==> src/rtl/dram_ctrl_pkg.sv <==
// Shared definitions for the banked 68000 DRAM controller: FSM state
// encoding, strobe levels, counter width and address-mux sizing helpers.
package dram_ctrl_pkg;

    typedef enum logic [2:0] {
        ST_IDLE    = 3'd0,
        ST_ROW     = 3'd1,
        ST_COL     = 3'd2,
        ST_CAS     = 3'd3,
        ST_HOLD    = 3'd4,
        ST_PRE     = 3'd5,
        ST_REF_CAS = 3'd6,
        ST_REF_RAS = 3'd7
    } dram_state_e;

    // All DRAM-side strobes are active low.
    localparam logic STROBE_ON  = 1'b0;
    localparam logic STROBE_OFF = 1'b1;

    // Width of the shared cycle counter used for CAS wait, refresh RAS
    // low time and precharge.
    localparam int CNT_W = 8;

    // Row/column bus is as wide as the wider of the two fields.
    function automatic int mux_width(input int row_bits, input int col_bits);
        return (row_bits > col_bits) ? row_bits : col_bits;
    endfunction

    // Bank register width; kept at least 1 bit so a single-bank build
    // still has a legal vector.
    function automatic int bank_width(input int num_banks);
        return (num_banks > 1) ? $clog2(num_banks) : 1;
    endfunction

endpackage

==> src/rtl/dram_refresh_timer.sv <==
// Refresh interval counter plus a 2-bit saturating refresh-debt counter.
// pending_o also covers the wrap cycle itself so an access arriving on the
// same edge as a new refresh request does not jump ahead of it.
module dram_refresh_timer #(
    parameter int REFRESH_CYCLES = 250
) (
    input  logic CLK_ALT,
    input  logic RST,
    input  logic done_i,
    output logic pending_o
);

    localparam int TW = (REFRESH_CYCLES > 1) ? $clog2(REFRESH_CYCLES) : 1;

    logic [TW-1:0] tick_q, tick_d;
    logic [1:0]    debt_q, debt_d;
    logic          wrap;

    assign wrap      = (tick_q == TW'(REFRESH_CYCLES - 1));
    assign pending_o = (debt_q != 2'd0) || wrap;

    // Next-state: free-running interval count, debt up on wrap and down on
    // completion; simultaneous wrap and completion cancel out.
    always_comb begin
        tick_d = wrap ? '0 : tick_q + TW'(1);
        debt_d = debt_q;
        if (wrap && !done_i) begin
            if (debt_q != 2'd3) begin
                debt_d = debt_q + 2'd1;
            end
        end else if (done_i && !wrap) begin
            if (debt_q != 2'd0) begin
                debt_d = debt_q - 2'd1;
            end
        end
    end

    // State registers.
    always_ff @(posedge CLK_ALT or negedge RST) begin
        if (!RST) begin
            tick_q <= '0;
            debt_q <= 2'd0;
        end else begin
            tick_q <= tick_d;
            debt_q <= debt_d;
        end
    end

endmodule

==> src/rtl/dram_controller_banked.sv <==
// Multi-bank 68000 DRAM controller with CAS-before-RAS refresh. One RAS per
// bank, shared byte-lane CAS strobes, write enable and DTACK, all driven
// straight from registers so the DRAM sees glitch-free strobes.
module dram_controller_banked
    import dram_ctrl_pkg::*;
#(
    parameter int ADDR_W         = 23,
    parameter int ROW_BITS       = 11,
    parameter int COL_BITS       = 11,
    parameter int NUM_BANKS      = 2,
    parameter int REFRESH_CYCLES = 250,
    parameter int CAS_WAIT       = 0,
    parameter int REF_RAS_CYCLES = 3,
    parameter int PRE_CYCLES     = 2
) (
    input  logic                                      CLK_ALT,
    input  logic                                      RST,
    input  logic                                      CS,
    input  logic                                      AS,
    input  logic                                      UDS,
    input  logic                                      LDS,
    input  logic                                      RW,
    input  logic [ADDR_W:1]                           ADDR_IN,
    output logic [mux_width(ROW_BITS, COL_BITS)-1:0]  ADDR_OUT,
    output logic [NUM_BANKS-1:0]                      RAS,
    output logic                                      CASU,
    output logic                                      CASL,
    output logic                                      WE,
    output logic                                      DTACK_DRAM
);

    localparam int MUX_W     = mux_width(ROW_BITS, COL_BITS);
    localparam int BANK_BITS = $clog2(NUM_BANKS);
    localparam int BANK_W    = bank_width(NUM_BANKS);
    // The IDLE clock after PRE is itself a strobes-high clock, so the PRE
    // state only needs to cover the remaining PRE_CYCLES-1 clocks.
    localparam logic [CNT_W-1:0] PRE_LAST = CNT_W'((PRE_CYCLES >= 2) ? PRE_CYCLES - 2 : 0);
    localparam logic [CNT_W-1:0] REF_LAST = CNT_W'((REF_RAS_CYCLES >= 1) ? REF_RAS_CYCLES - 1 : 0);
    localparam logic [CNT_W-1:0] CAS_LAST = CNT_W'(CAS_WAIT);

    dram_state_e         state_q;
    logic [MUX_W-1:0]    addr_q;
    logic [NUM_BANKS-1:0] ras_q;
    logic                casu_q, casl_q, we_q, dtack_q, rw_q;
    logic [BANK_W-1:0]   bank_q;
    logic [COL_BITS-1:0] col_q;
    logic [CNT_W-1:0]    cnt_q;

    logic [BANK_W-1:0]    bank_dec;
    logic [ROW_BITS-1:0]  row_dec;
    logic [COL_BITS-1:0]  col_dec;
    logic [NUM_BANKS-1:0] bank_sel;
    logic                 ref_pending, ref_done, release_now;
    logic                 unused_addr;

    // Address decode: column lowest, then row, then bank; upper bits unused.
    assign col_dec     = ADDR_IN[COL_BITS:1];
    assign row_dec     = ADDR_IN[COL_BITS+ROW_BITS:COL_BITS+1];
    assign unused_addr = ^ADDR_IN;

    if (BANK_BITS > 0) begin : g_bank
        assign bank_dec = ADDR_IN[COL_BITS+ROW_BITS+BANK_BITS:COL_BITS+ROW_BITS+1];
    end else begin : g_nobank
        assign bank_dec = '0;
    end

    for (genvar gi = 0; gi < NUM_BANKS; gi++) begin : g_bank_sel
        assign bank_sel[gi] = (bank_q == BANK_W'(gi));
    end

    // AS going away ends any CPU cycle: before DTACK it is an abort, in
    // HOLD it is the normal end of the cycle. Both release every strobe.
    assign release_now = AS && ((state_q == ST_ROW) || (state_q == ST_COL) ||
                                (state_q == ST_CAS) || (state_q == ST_HOLD));

    assign ref_done = (state_q == ST_REF_RAS) && (cnt_q == REF_LAST);

    dram_refresh_timer #(
        .REFRESH_CYCLES(REFRESH_CYCLES)
    ) u_refresh_timer (
        .CLK_ALT  (CLK_ALT),
        .RST      (RST),
        .done_i   (ref_done),
        .pending_o(ref_pending)
    );

    // Main controller FSM with registered strobes and address mux.
    always_ff @(posedge CLK_ALT or negedge RST) begin
        if (!RST) begin
            state_q <= ST_IDLE;
            addr_q  <= '0;
            ras_q   <= '1;
            casu_q  <= STROBE_OFF;
            casl_q  <= STROBE_OFF;
            we_q    <= STROBE_OFF;
            dtack_q <= STROBE_OFF;
            rw_q    <= 1'b1;
            bank_q  <= '0;
            col_q   <= '0;
            cnt_q   <= '0;
        end else if (release_now) begin
            ras_q   <= '1;
            casu_q  <= STROBE_OFF;
            casl_q  <= STROBE_OFF;
            we_q    <= STROBE_OFF;
            dtack_q <= STROBE_OFF;
            cnt_q   <= '0;
            state_q <= ST_PRE;
        end else begin
            case (state_q)
                ST_IDLE: begin
                    if (ref_pending) begin
                        casu_q  <= STROBE_ON;
                        casl_q  <= STROBE_ON;
                        state_q <= ST_REF_CAS;
                    end else if (!CS && !AS) begin
                        bank_q  <= bank_dec;
                        col_q   <= col_dec;
                        rw_q    <= RW;
                        addr_q  <= MUX_W'(row_dec);
                        state_q <= ST_ROW;
                    end
                end
                ST_ROW: begin
                    ras_q   <= ~bank_sel;
                    state_q <= ST_COL;
                end
                ST_COL: begin
                    addr_q  <= MUX_W'(col_q);
                    we_q    <= rw_q;
                    cnt_q   <= '0;
                    state_q <= ST_CAS;
                end
                ST_CAS: begin
                    if (casu_q && casl_q) begin
                        // On writes the 68000 drives the data strobes a
                        // clock late; no lane is strobed until one shows up.
                        if (!(UDS && LDS)) begin
                            casu_q <= UDS;
                            casl_q <= LDS;
                            if (CAS_WAIT == 0) begin
                                dtack_q <= STROBE_ON;
                                state_q <= ST_HOLD;
                            end else begin
                                cnt_q <= CNT_W'(1);
                            end
                        end
                    end else if (cnt_q >= CAS_LAST) begin
                        dtack_q <= STROBE_ON;
                        state_q <= ST_HOLD;
                    end else begin
                        cnt_q <= cnt_q + CNT_W'(1);
                    end
                end
                ST_HOLD: begin
                    state_q <= ST_HOLD;
                end
                ST_PRE: begin
                    if (cnt_q >= PRE_LAST) begin
                        state_q <= ST_IDLE;
                    end else begin
                        cnt_q <= cnt_q + CNT_W'(1);
                    end
                end
                ST_REF_CAS: begin
                    ras_q   <= '0;
                    cnt_q   <= '0;
                    state_q <= ST_REF_RAS;
                end
                ST_REF_RAS: begin
                    if (cnt_q == REF_LAST) begin
                        ras_q   <= '1;
                        casu_q  <= STROBE_OFF;
                        casl_q  <= STROBE_OFF;
                        cnt_q   <= '0;
                        state_q <= ST_PRE;
                    end else begin
                        cnt_q <= cnt_q + CNT_W'(1);
                    end
                end
                default: begin
                    state_q <= ST_IDLE;
                end
            endcase
        end
    end

    assign ADDR_OUT   = addr_q;
    assign RAS        = ras_q;
    assign CASU       = casu_q;
    assign CASL       = casl_q;
    assign WE         = we_q;
    assign DTACK_DRAM = dtack_q;

endmodule

==> config.mk <==
export PLATFORM = sky130hd
export DESIGN_NAME = dram_controller_banked
export DESIGN_NICKNAME = d
export VERILOG_FILES = /design/src/rtl/dram_ctrl_pkg.sv /design/src/rtl/dram_refresh_timer.sv /design/src/rtl/dram_controller_banked.sv
export SDC_FILE = /design/constraint.sdc
export NUM_CORES = 1
export LEC_CHECK = 0
export BUFFER_PORTS_ARGS = -buffer_cell sky130_fd_sc_hd__buf_4
export CAP_MARGIN = 40
export CORE_MARGIN = 1
export CORE_UTILIZATION = 52
export CTS_CLUSTER_SIZE = 14
export DETAILED_ROUTE_END_ITERATION = 7
export GPL_TIMING_DRIVEN = 0
export HOLD_SLACK_MARGIN = 0.08
export MAX_ROUTING_LAYER = met4
export PLACE_DENSITY = 0.75
export SETUP_SLACK_MARGIN = 0.4
export SLEW_MARGIN = 20
export SYNTH_ARGS = -nofsm -noshare
export SYNTH_HDL_FRONTEND = slang
export SYNTH_SLANG_ARGS = --single-unit
==> constraint.sdc <==
create_clock -name CLK_ALT -period 2.6 [get_ports CLK_ALT]
set_input_delay 0.13 -clock CLK_ALT [delete_from_list [all_inputs] [get_ports CLK_ALT]]
set_output_delay 0.13 -clock CLK_ALT [all_outputs]
set_load 0.01 [all_outputs]
# == After elaboration in Yosys (flattened, before gate mapping) ==
# Cells that the tools add are included.
# word_totals
regBits,51
input_bits,30
out_inout_bits,17
word_cells,122
# classes
n_addsub,4
magnitude_cmp,1
eq_ne,23
n_mux,42
bitwise,4
reduce_logical,35
# op_table
operator,count
$mux 8,5
$pmux 8 s4,1
$mux 3,8
$pmux 3 s8,1
$mux 11,2
$pmux 11 s2,1
$add 8x1->8 const B,2
$mux 1,15
$ne 3x3->1 const B,5
$eq 3x3->1 const B,4
$mux 2,6
$reduce_bool 2->1,6
$reduce_and 5->1,2
$eq 8x2->1 const B,1
$eq 8x8->1 const B,1
$ge 8x1->1 const B,1
$ne 2x2->1 const B,4
$ne 4x4->1 const B,2
$reduce_and 4->1,2
$reduce_bool 4->1,2
$logic_and 1x1->1,7
$eq 3x2->1 const B,2
$ne 3x2->1 const B,2
$pmux 1 s3,2
15 further kinds,25

# == Longest topological paths before layout ==
# logic_depth
word_depth,7
mapped_depth,8
mapped_depth_nobuf,6

# == Modules after synthesis ==
# Synthesis repeated with hierarchy kept, for this count alone.
# hier_totals
hier_cells,263
area_unflattened_um2,2718.9
# by_module_without_submodules
module,instances,cells_per_inst,area_each_um2,seq_area_each_um2
dram_controller_banked,1,210,2207.1,1034.7
dram_refresh_timer,1,53,511.7,250.2

# == Least setup slack after synthesis ==
# Ideal clock, no wire load.
# synth_path
kind,register to register
startpoint,reg u_refresh_timer.tick_q[1]
endpoint,reg bank_q
setup_ns,0.125
arrival_time_ns,1.712
required_ns,2.475
path_slack_ns,0.763
stages_incl_launch_ff,9
path_buffers,2
period_less_slack_ns,1.837
cell_sequence,dfrtp_1 -> inv_1 -> ha_1 -> nand3b_2 -> o211ai_4 -> or2_0 -> buf_2 -> buf_6 -> mux2_4
# synth_between
elab_chain_cells,4
# synth_lines
element,line,source
start: declaration,dram_refresh_timer.sv:15,"logic [TW-1:0] tick_q, tick_d;"
start signal: assignment,dram_refresh_timer.sv:44,tick_q <= tick_d;
$eq 8x8->1,dram_refresh_timer.sv:19,assign wrap = (tick_q == TW'(REFRESH_CYCLES - 1));
$logic_or 1x1->1,dram_refresh_timer.sv:20,assign pending_o = (debt_q != 2'd0) || wrap;
$not 1->1 (no source line),--,
$reduce_and 4->1 (no source line),--,
end signal: assignment,dram_controller_banked.sv:117,bank_q <= bank_dec;
end: declaration,dram_controller_banked.sv:45,logic [BANK_W-1:0] bank_q;
# Every way passes these cells.
# A chain may end at the register's enable or synchronous reset.

# == Worst setup path in the final report ==
# Same ends and word-level chain as after synthesis.

==> results.ini <==
[status]
status=finished clean

[drt]
vias_per_cell=5.63
drt_iter0_drc=151
wl_per_cell_um=15.1
routed_wirelength_um=5800
drt_first_pass_iters=4
routed-via-count=2158
drc_errors=0
antenna_left=0

[sta]
holdWs_ns=0.147
relSlewSlack=0.462
min_period_ns=2.07
rsz0062_at_grt=false
slew_violations=0
finalHoldViolCount=0
setup_tns_ns=0
finalSetupViolCount=0
worst_slew_pin_slew_ns=0.807
fin_crit_sh=0.794
fin_skew_ns=0.00809
fmax_ghz=0.484

[cells_and_area]
area_growth_pct=25.0
multi_input_area_sq_um=1380
drive_gt1_frac=0.374
nets=346
diodes=0
final_cell_mix=buf_4, dfrtp_1, mux2_2
num-fill-cells=403
fin_util=0.675
mostFrequentLayoutCell=buf_4
ff_latch_area_sq_um=1280

[yosys]
ys.warnings.count=0
avgSynthCellArea_sq_um=11.3
syn_inst=245
synth.area.top_cells=dfrtp_1, mux2_2, dfstp_2, mux2_4, o21ai_0
synth_enable_flop_cells=0
synth_top_area_frac=0.399
syn_nets=279
seq_area_frac_synth=0.466
ys.flop_type=dfrtp_1
ys_ff_latch=51
synthesis.area_sq_um=2760
synth_top_area_cell=dfrtp_1
async_reset_ff_frac=1.00
yosys.cell_types.count=55

[clocking]
clk_latency_ns=0.30
h-tree-depth=2
numCtsBuffers=5
clk_path_buf_depth=2
cts_resized=0
clkTransAtPathRegs_ns=0.09
cts_tree=done
postCtsSetupBuffers=0
cts_num_sinks=51
cts_hold_buf=14
cts_root_buf=clkbuf_8

[worst_setup_path]
r2r_start=u_refresh_timer.tick_q[1]
r2r_cells=8
end_kind=flip-flop
path_class=flip-flop to flip-flop
crit_path_max_fanout=10
start_kind=flip-flop
cp.required_ns=2.79
cp.arrival_ns=2.25
r2r_slack_ns=0.53
reg2reg_to=bank_q

[hold_path]
holdPathEnd=CASL
hp-start=LDS
hold_class=input pin to flip-flop
hold_path_depth=3

[grt]
grt_pass1_wl_um=9110
grt_usage=0.220
grt_overflow_total=0
grt_max_degree=52
grt_antenna_before_repair=0
grt_pass1_vias=2003

[power_and_ir_drop]
p_leak_nw=1.55
peakVddDrop_mv=0.519
cellPowerDensity_nw_per_um2=997
fin_total_pwr_w=0.00344

[place]
place.port_buffers=46
gp_congestion=0.827
place_hpwl_um=3970

[floorplan]
die_area_sq_um=5600
rows=26
die_x_um=74.8
die_y_um=74.8
start_util=0.540
ioPinCount=47
coreArea_sq_um=5110

[job]
cap_violations=0

[routing by layer]
| metal | GRT usage | vias to the layer above | share of wire |
|---|---|---|---|
| met2 | 0.359 | 54 | 0.50 |
| met1 | 0.279 | 1059 | 0.44 |
| li1 | - | 1034 | - |
| met4 | 0.0797 | 0 | 0.016 |
| met3 | 0.0348 | 11 | 0.040 |
| met5 | - | - | 0 |
[registers in the layout, indices dropped and copies added (netlist names)]
name / flops
CASL: 1
rw_q: 1
col_q: 11
u_refresh_timer.tick_q: 8
DTACK_DRAM: 1
u_refresh_timer.debt_q: 2
CASU: 1
state_q: 3
bank_q: 1
WE: 1
ADDR_OUT: 11
RAS: 2
cnt_q: 8
[worst max path at each step]
stage / startpoint / to / slack, ns / cells after the start
6_report: u_refresh_timer.tick_q[1] / bank_q / 0.53 / 8
5_1_grt: u_refresh_timer.tick_q[1] / col_q[8] / 0.44 / 8
4_1_cts: u_refresh_timer.tick_q[1] / bank_q / 0.53 / 8
3_5_place_dp: u_refresh_timer.tick_q[1] / bank_q / 0.56 / 8
3_3_place_gp: u_refresh_timer.tick_q[1] / col_q[5] / 0.58 / 8
2_1_floorplan: u_refresh_timer.tick_q[1] / bank_q / 0.76 / 8
[critical path, stage by stage, from the launching register on]
cell,delay (ns)
dfrtp_1,0.40
inv_1,0.07
ha_1,0.16
nand3b_2,0.19
o211ai_4,0.33
or2_0,0.15
buf_2,0.16
buf_6,0.20
mux2_4,0.31
[synth_stat cells, types with 4 or more instances]
cell type  instances
dfstp_2            7
dfrtp_1           44
ha_1               4
buf_2              6
nand3_1            8
inv_1              8
o21ai_0           15
nand2_1           15
nor2_1             9
a21oi_1            9
xor2_1             4
o211ai_1           4
a31oi_1            4
mux2_4            10
mux2_2            27
a21o_1             6
a211oi_1           5
[stage by stage]
| step | cells | area, sq um | setup WS, ns |
|---|---|---|---|
| after CTS | 383 | 3450 | 0.526 |
| after global placement | 361 | 3190 | 0.580 |
| after global routing | 383 | 3450 | 0.444 |
| after detailed placement | 361 | 3190 | 0.556 |
| after floorplan | 245 | 2760 | 0.763 |
| final | 383 | 3450 | 0.535 |
[report_power, final]
part	internal, W	total (W)	switching (W)
combinational	0.000838	0.00158	0.000746
sequential	0.00111	0.00129	0.000179
clock	0.000312	0.000565	0.000254
total	0.00226	0.00344	0.00118
[logic make-up (layout without fill, tap and decap cells)]
group,count (synthesis),count (layout),synth area share
buf+inv,19,87,0.0340
flops,51,51,0.466
xor+xnor,6,6,0.0191
fa+ha+maj,4,4,0.0181
compound gates,66,66,0.167
mux,37,37,0.165
simple gates,62,62,0.131
[final cells by class]
| type | count | area share |
|---|---|---|
| Multi-Input combinational cell | 175 | 0.400 |
| Sequential cell | 51 | 0.373 |
| Timing Repair Buffer | 60 | 0.141 |
| Tap cell | 70 | 0.0254 |
| Clock buffer | 6 | 0.0239 |
| Buffer | 11 | 0.0185 |
| Clock inverter | 2 | 0.0102 |
| Inverter | 8 | 0.00871 |
(Power assumes the default switching activity.)
